[config.mk]
export PLATFORM = sky130hd
export DESIGN_NAME = rf_writeback_arbiter
export DESIGN_NICKNAME = d
export VERILOG_FILES = /design/src/rtl/rf_writeback_arbiter.sv
export SDC_FILE = /design/constraint.sdc
export NUM_CORES = 1
export LEC_CHECK = 0
export CORE_ASPECT_RATIO = 0.75
export CORE_UTILIZATION = 40
export CTS_BUF_LIST = sky130_fd_sc_hd__clkbuf_8
export DETAILED_ROUTE_END_ITERATION = 10
export DONT_BUFFER_PORTS = 1
export SYNTH_ARGS = -nofsm -noshare
export SYNTH_HDL_FRONTEND = slang
export SYNTH_SLANG_ARGS = --single-unit
[constraint.sdc]
create_clock -name CLK -period 3.8 [get_ports CLK]
set_clock_uncertainty 0.15 [all_clocks]
set_input_delay 0.76 -clock CLK [delete_from_list [all_inputs] [get_ports CLK]]
set_output_delay 0.76 -clock CLK [all_outputs]
set_load 0.02 [all_outputs]
[src/rtl/rf_writeback_arbiter.sv]
`default_nettype none
// ============================================================================
// Module      : rf_writeback_arbiter
// Description : Write-side master for the 32x32 register file. Buffers ALU
//               and load results in one-entry holds, round-robins them onto
//               the single RF write port and tracks in-flight destinations
//               in a pending-write scoreboard for decode RAW stalls.
// Revision    : 1.0 - initial release
// ============================================================================
module rf_writeback_arbiter #(
  parameter int DATA_W    = 32,
  parameter int ADDR_W    = 5,
  parameter int MEM_FIRST = 1
) (
  input  logic                  CLK,
  input  logic                  RSTN,
  input  logic                  issue_valid,
  input  logic [ADDR_W-1:0]     issue_rd,
  input  logic                  alu_valid,
  output logic                  alu_ready,
  input  logic [ADDR_W-1:0]     alu_rd,
  input  logic [DATA_W-1:0]     alu_data,
  input  logic                  mem_valid,
  output logic                  mem_ready,
  input  logic [ADDR_W-1:0]     mem_rd,
  input  logic [DATA_W-1:0]     mem_data,
  output logic                  rf_we,
  output logic [ADDR_W-1:0]     rf_addr,
  output logic [DATA_W-1:0]     rf_wdata,
  output logic [2**ADDR_W-1:0]  pending
);

  localparam int          C_NREG    = 2**ADDR_W;
  localparam logic [0:0]  C_SRC_ALU = 1'b0;
  localparam logic [0:0]  C_SRC_MEM = 1'b1;

  // Hold registers, one entry per source
  logic                 r_alu_v;
  logic [ADDR_W-1:0]    r_alu_rd;
  logic [DATA_W-1:0]    r_alu_data;
  logic                 r_mem_v;
  logic [ADDR_W-1:0]    r_mem_rd;
  logic [DATA_W-1:0]    r_mem_data;
  logic [0:0]           r_last_grant;

  // Write port and scoreboard state
  logic                 r_rf_we;
  logic [ADDR_W-1:0]    r_rf_addr;
  logic [DATA_W-1:0]    r_rf_wdata;
  logic [C_NREG-1:0]    r_pending;

  logic                 w_gnt_alu;
  logic                 w_gnt_mem;
  logic                 w_alu_load;
  logic                 w_mem_load;
  logic [C_NREG-1:0]    w_set;
  logic [C_NREG-1:0]    w_clr;
  logic [C_NREG-1:0]    w_pending_nxt;

  // Round-robin grant between the holds; a lone valid hold always wins
  always_comb begin
    w_gnt_alu = r_alu_v & (~r_mem_v | (r_last_grant == C_SRC_MEM));
    w_gnt_mem = r_mem_v & (~r_alu_v | (r_last_grant == C_SRC_ALU));
  end

  // Ready only looks at registered state so producers never see a comb path
  // from their own valid; a granted hold can be refilled in the same cycle.
  assign alu_ready  = ~r_alu_v | w_gnt_alu;
  assign mem_ready  = ~r_mem_v | w_gnt_mem;

  // rd==0 results are swallowed by the handshake and never occupy a hold
  assign w_alu_load = alu_valid & alu_ready & (alu_rd != '0);
  assign w_mem_load = mem_valid & mem_ready & (mem_rd != '0);

  // ALU hold: reload on accepted result, otherwise free once granted
  always_ff @(posedge CLK) begin
    if (!RSTN) begin
      r_alu_v    <= 1'b0;
      r_alu_rd   <= '0;
      r_alu_data <= '0;
    end else if (w_alu_load) begin
      r_alu_v    <= 1'b1;
      r_alu_rd   <= alu_rd;
      r_alu_data <= alu_data;
    end else if (w_gnt_alu) begin
      r_alu_v    <= 1'b0;
    end
  end

  // MEM hold: reload on accepted result, otherwise free once granted
  always_ff @(posedge CLK) begin
    if (!RSTN) begin
      r_mem_v    <= 1'b0;
      r_mem_rd   <= '0;
      r_mem_data <= '0;
    end else if (w_mem_load) begin
      r_mem_v    <= 1'b1;
      r_mem_rd   <= mem_rd;
      r_mem_data <= mem_data;
    end else if (w_gnt_mem) begin
      r_mem_v    <= 1'b0;
    end
  end

  // Remember the last winner; reset value decides who wins the first tie
  always_ff @(posedge CLK) begin
    if (!RSTN) begin
      r_last_grant <= (MEM_FIRST != 0) ? C_SRC_ALU : C_SRC_MEM;
    end else if (w_gnt_alu) begin
      r_last_grant <= C_SRC_ALU;
    end else if (w_gnt_mem) begin
      r_last_grant <= C_SRC_MEM;
    end
  end

  // Register the granted hold onto the RF write port; addr/data hold when idle
  always_ff @(posedge CLK) begin
    if (!RSTN) begin
      r_rf_we    <= 1'b0;
      r_rf_addr  <= '0;
      r_rf_wdata <= '0;
    end else if (w_gnt_alu) begin
      r_rf_we    <= 1'b1;
      r_rf_addr  <= r_alu_rd;
      r_rf_wdata <= r_alu_data;
    end else if (w_gnt_mem) begin
      r_rf_we    <= 1'b1;
      r_rf_addr  <= r_mem_rd;
      r_rf_wdata <= r_mem_data;
    end else begin
      r_rf_we    <= 1'b0;
    end
  end

  // Scoreboard next state: commit clears, issue sets, set beats clear
  always_comb begin
    w_set = '0;
    w_clr = '0;
    if (issue_valid && (issue_rd != '0)) begin
      w_set[issue_rd] = 1'b1;
    end
    if (r_rf_we) begin
      w_clr[r_rf_addr] = 1'b1;
    end
    w_pending_nxt    = (r_pending & ~w_clr) | w_set;
    w_pending_nxt[0] = 1'b0;
  end

  // Scoreboard register
  always_ff @(posedge CLK) begin
    if (!RSTN) begin
      r_pending <= '0;
    end else begin
      r_pending <= w_pending_nxt;
    end
  end

  assign rf_we    = r_rf_we;
  assign rf_addr  = r_rf_addr;
  assign rf_wdata = r_rf_wdata;
  assign pending  = r_pending;

endmodule
`default_nettype wire

# Word-level counts from Yosys, hierarchy flattened
# Cells that the tools add are included.
# W data, S select, Z words.
totals:
  register_bits: 147
  rom_bits: 0
  in_bits: 84
  word_cells: 59
  ramBits: 0
  latch_bits: 0
  output_inout_bits: 72
  n_memories: 0
classes:
  magnitude_cmp: 4
  n_reduce_logical: 10
  multipliers: 0
  div: 0
  shifts: 0
  n_bitwise: 17
  muxes: 16
  eq_ne: 0
  add_sub_neg: 0
ops:
  columns: ["op", "n"]
  rows:
  - ["$mux W32", 4]
  - ["$and A32 B32 Y32", 1]
  - ["$not A32 Y32", 1]
  - ["$or A32 B32 Y32", 1]
  - ["$reduce_bool A5 Y1", 3]
  - ["$lt A5 B6 Y1 const B", 2]
  - ["$demux W1 S5", 2]
  - ["$ge A5 B1 Y1 const B", 2]
  - ["$mux W5", 2]
  - ["$mux W1", 8]
  - ["$and A1 B1 Y1", 6]
  - ["$reduce_bool A2 Y1", 3]
  - ["$not A1 Y1", 4]
  - ["$or A1 B1 Y1", 4]
  - ["$logic_and A1 B1 Y1", 3]
  - ["$reduce_or A2 Y1", 1]

# Depth between registers and ports, before layout
depth:
  word_depth: 8
  depth_mapped: 6
  mapped_depth_nobuf: 4

# Worst setup path before layout
# Ideal clock, no wire load.
synth_timing:
  path_kind: "in2reg"
  start: "input port alu_rd[0]"
  end: "register r_alu_data[10]"
  n_path_buf: 2
  setup_ns: 0.118
  setup_slack_ns: 1.934
  cell_stages: 5
  arrival_ns: 1.598
  required_ns: 3.532
  path_cell_list: "nor4_2 a211oi_2 buf_6 buf_12 mux2i_1"
synth_via:
  elab_chain_len: 2
synth_lines:
  columns: ["element", "line_no", "rtl"]
  rows:
  - ["start: declaration", "21", "input logic [ADDR_W-1:0] alu_rd,"]
  - ["$reduce_bool A5 Y1", "72", "assign w_alu_load = alu_valid & alu_ready & (alu_rd != '0);"]
  - ["$and A1 B1 Y1", "72", null]
  - ["end signal: assignment", "84", "r_alu_data <= alu_data;"]
  - ["end: declaration", "40", "logic [DATA_W-1:0] r_alu_data;"]
# No other way between the ends.
# A chain may end at the register's enable or synchronous reset.

# Worst setup path in the final report
layout_timing:
  start: "register r_alu_v"
  end: "output port alu_ready"
layout_via:
  elab_chain_len: 2
  elab_cells_between_ends: 3
  cone_classes: "bitwise (3)"
layout_lines:
  columns: ["element", "line_no", "rtl"]
  rows:
  - ["start: declaration", "38", "logic r_alu_v;"]
  - ["start signal: assignment", "78", "r_alu_v <= 1'b0;"]
  - ["start signal: assignment", "82", "r_alu_v <= 1'b1;"]
  - ["start signal: assignment", "86", "r_alu_v <= 1'b0;"]
  - ["$and A1 B1 Y1 / $not A1 Y1 (equally long branches)", "62, 68", null]
  - ["$or A1 B1 Y1 (*)", "68", "assign alu_ready = ~r_alu_v | w_gnt_alu;"]
  - ["end: declaration", "20", "output logic alu_ready,"]
# Every way passes the cells marked *; elsewhere a longest branch is shown, timed or not.

==> results.ini <==
[status]
outcome = completed

[critical_path]
cp_top_family = flip-flops
cp_data_required_time_ns = 2.89
r2r-end = rf_wdata[16]
r2r_slack_ns = 1.43
r2r_start = r_alu_v
path_buf_inv = 1
cp-end-kind = output port
cp_slowest_stage_delay_ns = 0.73
cp-start-kind = flip-flop
crit_fanout = 27
setup.worst_path.start = r_alu_v
crit_type = flip-flop to output port
worstRegToRegCells = 3
path_cells = and3b_1 -> inv_1
cp.arrival_ns = 1.70
slowest_stage = dfxtp_2

[sta]
setup_viol = 0
relSlewSlack_pct = 26.80
setup-tns-final_ns = 0
min_period_over_period_pct = 68.69
max_freq_mhz = 383.1
finalMaxSlewViolations = 0
worst_slack_ns = 1.190
tightest_slew_ns = 1.095
rsz0062_at_grt = false
min_period_ns = 2.610
hold_violations = 0

[hold_path]
hold_path_class = input pin to flip-flop
hold_depth = 2
min_to = r_mem_data[9]
hold_start = mem_data[9]

[yosys]
syn_area_sq_um = 6360
synth_edf_count = 0
synth_warnings = 0
synth_area_leader_cell = dfxtp_1
synth_top_area_share_pct = 45.96
synth.avg_cell_area_sq_um = 8.907
async_flop_share_pct = 0
synthCells = 714
ys_top_cells_by_count = nand2_1 (180), dfxtp_1 (146), mux2i_1 (68)
synth_nets = 798
seq_area_frac_synth_pct = 45.96
synth_cell_types = 37
synth_flop_cell = dfxtp_1
synth.most_common_cell = nand2_1
netlist_top_cells_area = dfxtp_1 (46%), mux2i_1 (11%), nand2_1 (11%), mux2_2 (5.3%), o221ai_1 (4.1%)
ys_seq_elements = 146

[flow_run]
cap_violations = 0

[floorplanning]
pin_count = 156
fp.dieArea_sq_um = 16410
initial_core_util_pct = 41.38
chipWidth_um = 147.6
die_y_um = 111.2
row_count = 39
core_area_sq_um = 15370

[placement]
place_area_sq_um = 6356
hpwlAfterDp_um = 10500
gp_congestion = 0.8491
numPortBuffers = 0
pre_cts_ws_ns = 1.423

[power_and_ir_drop]
clock_power_share_pct = 37.3
leakagePower_nw = 2.670
powerDensity_nw_per_um2 = 473.0
pwr-share-comb_pct = 8.2
p_seq_share_pct = 54.6
switching_share_pct = 26.62
ir_drop_mv = 0.2010
power.internal_mw = 2.340
power.switching_uw = 849.1

[global_route]
first_global_vias = 4648
gr-usage-all-layers_pct = 19.59
grt_first_pass_wirelength_um = 25010
grt_remaining_overflow = 0
antenna_found_initial = 0
grt_max_degree = 221

[routing]
drt_iter0_drc = 331
viasPerCell = 5.335
vias = 4807
wirelength_um = 15870
wl_per_cell_um = 17.61
firstDrtPassIters = 4
drc_errors = 0
final_antenna_net_count = 0

[layout]
utilization_pct = 43.87
fin_nets = 767
drive_gt1_share_pct = 11.21
antenna_cells = 0
area_delta_synth_final_pct = 6.020
post-route-cell-area_sq_um = 6743
n_fill_cell = 1482

[clock_tree]
cts_resized = 0
clock-root-buffer = clkbuf_8
post_cts_buffers = 0
clk_pin_slew_ns = 0.08
cts_hold_buffers = 0
cts_tree = yes
cts_sinks = 146
htreeDepth = 4
clock_latency_ns = 0.44
cts_buffers = 17
clk_path_buf_depth = 2

==> metrics by stage <==
stage	cells	hold slack [ns]	power (mW)
finish	901	0.3008	3.190
CTS	901	0.2635	3.234
floorplan	714	0.2749	2.006
detailed placement	869	0.2966	2.039
global placement	869	0.2834	2.027
global route	901	0.2647	3.343
==> final cells by class <==
type	instances	area (sq um)	area share, %
Sequential cell	146	2924	43.37
Clock buffer	18	247.7	3.674
Inverter	7	26.28	0.3897
Multi-Input combinational cell	507	3119	46.26
Clock inverter	14	138.9	2.060
Tap cell	205	256.5	3.804
Timing Repair Buffer	4	30.03	0.4454
==> logic make-up (layout without fill, tap and decap cells) <==
kind of cell / after synthesis / after routing / synth area share [%]
mux: 98 / 98 / 16.01
compound gates: 128 / 128 / 13.67
other cells: 1 / 1 / 0.05896
flops: 146 / 146 / 45.96
buf+inv: 61 / 43 / 5.233
simple gates: 280 / 280 / 19.06
==> power by group through the flow <==
| stage | clock network (mW) | registers, mW | logic, mW |
|---|---|---|---|
| floorplan | 0 | 1.74 | 0.267 |
| global placement | 0 | 1.77 | 0.252 |
| detailed placement | 0 | 1.78 | 0.262 |
| CTS | 1.23 | 1.74 | 0.263 |
| global route | 1.30 | 1.75 | 0.293 |
| finish | 1.19 | 1.74 | 0.261 |
==> flip-flops by register name, indices dropped and copies added, names as in the netlist <==
signal	cells
rf_we	1
pending	31
rf_addr	5
r_mem_data	32
r_alu_v	1
r_mem_rd	5
r_mem_v	1
r_alu_rd	5
r_last_grant	1
rf_wdata	32
r_alu_data	32
==> worst register-to-register path, delay by kind of cell (launching register included) <==
family          cells  cell delay [ns]
compound gates      1             0.52
simple gates        2             0.87
flops               1             0.73
==> placed cells by master (no fill, tap or decap), drive strengths merged, types with 4 or more instances in the layout <==
| master | n |
|---|---|
| nand3b | 12 |
| dfxtp | 146 |
| o22ai | 4 |
| inv | 9 |
| mux2i | 68 |
| o21ai | 48 |
| nand2 | 180 |
| and3b | 6 |
| nor2 | 60 |
| or3b | 4 |
| mux2 | 30 |
| a31oi | 7 |
| o221ai | 30 |
| a21boi | 31 |
| clkbuf | 18 |
| buf | 4 |
| clkinv | 8 |
| nor3b | 4 |
==> layer usage <==
layer  routed length, um  GRT usage [%]  share of wire [%]
met4                 229          6.254                1.4
met5                   0              0                  0
met3                1279          7.984                8.1
met1                7288          25.53                 46
met2                7067          29.28                 45
==> how the worst max path moves through the flow <==
stage,endpoint,depth (start not counted)
finish,alu_ready,2
detailed placement,rf_wdata[16],3
global placement,r_mem_data[27],4
floorplan,r_alu_data[10],5
CTS,alu_ready,2
global route,alu_ready,2
(Power assumes the default switching activity.)
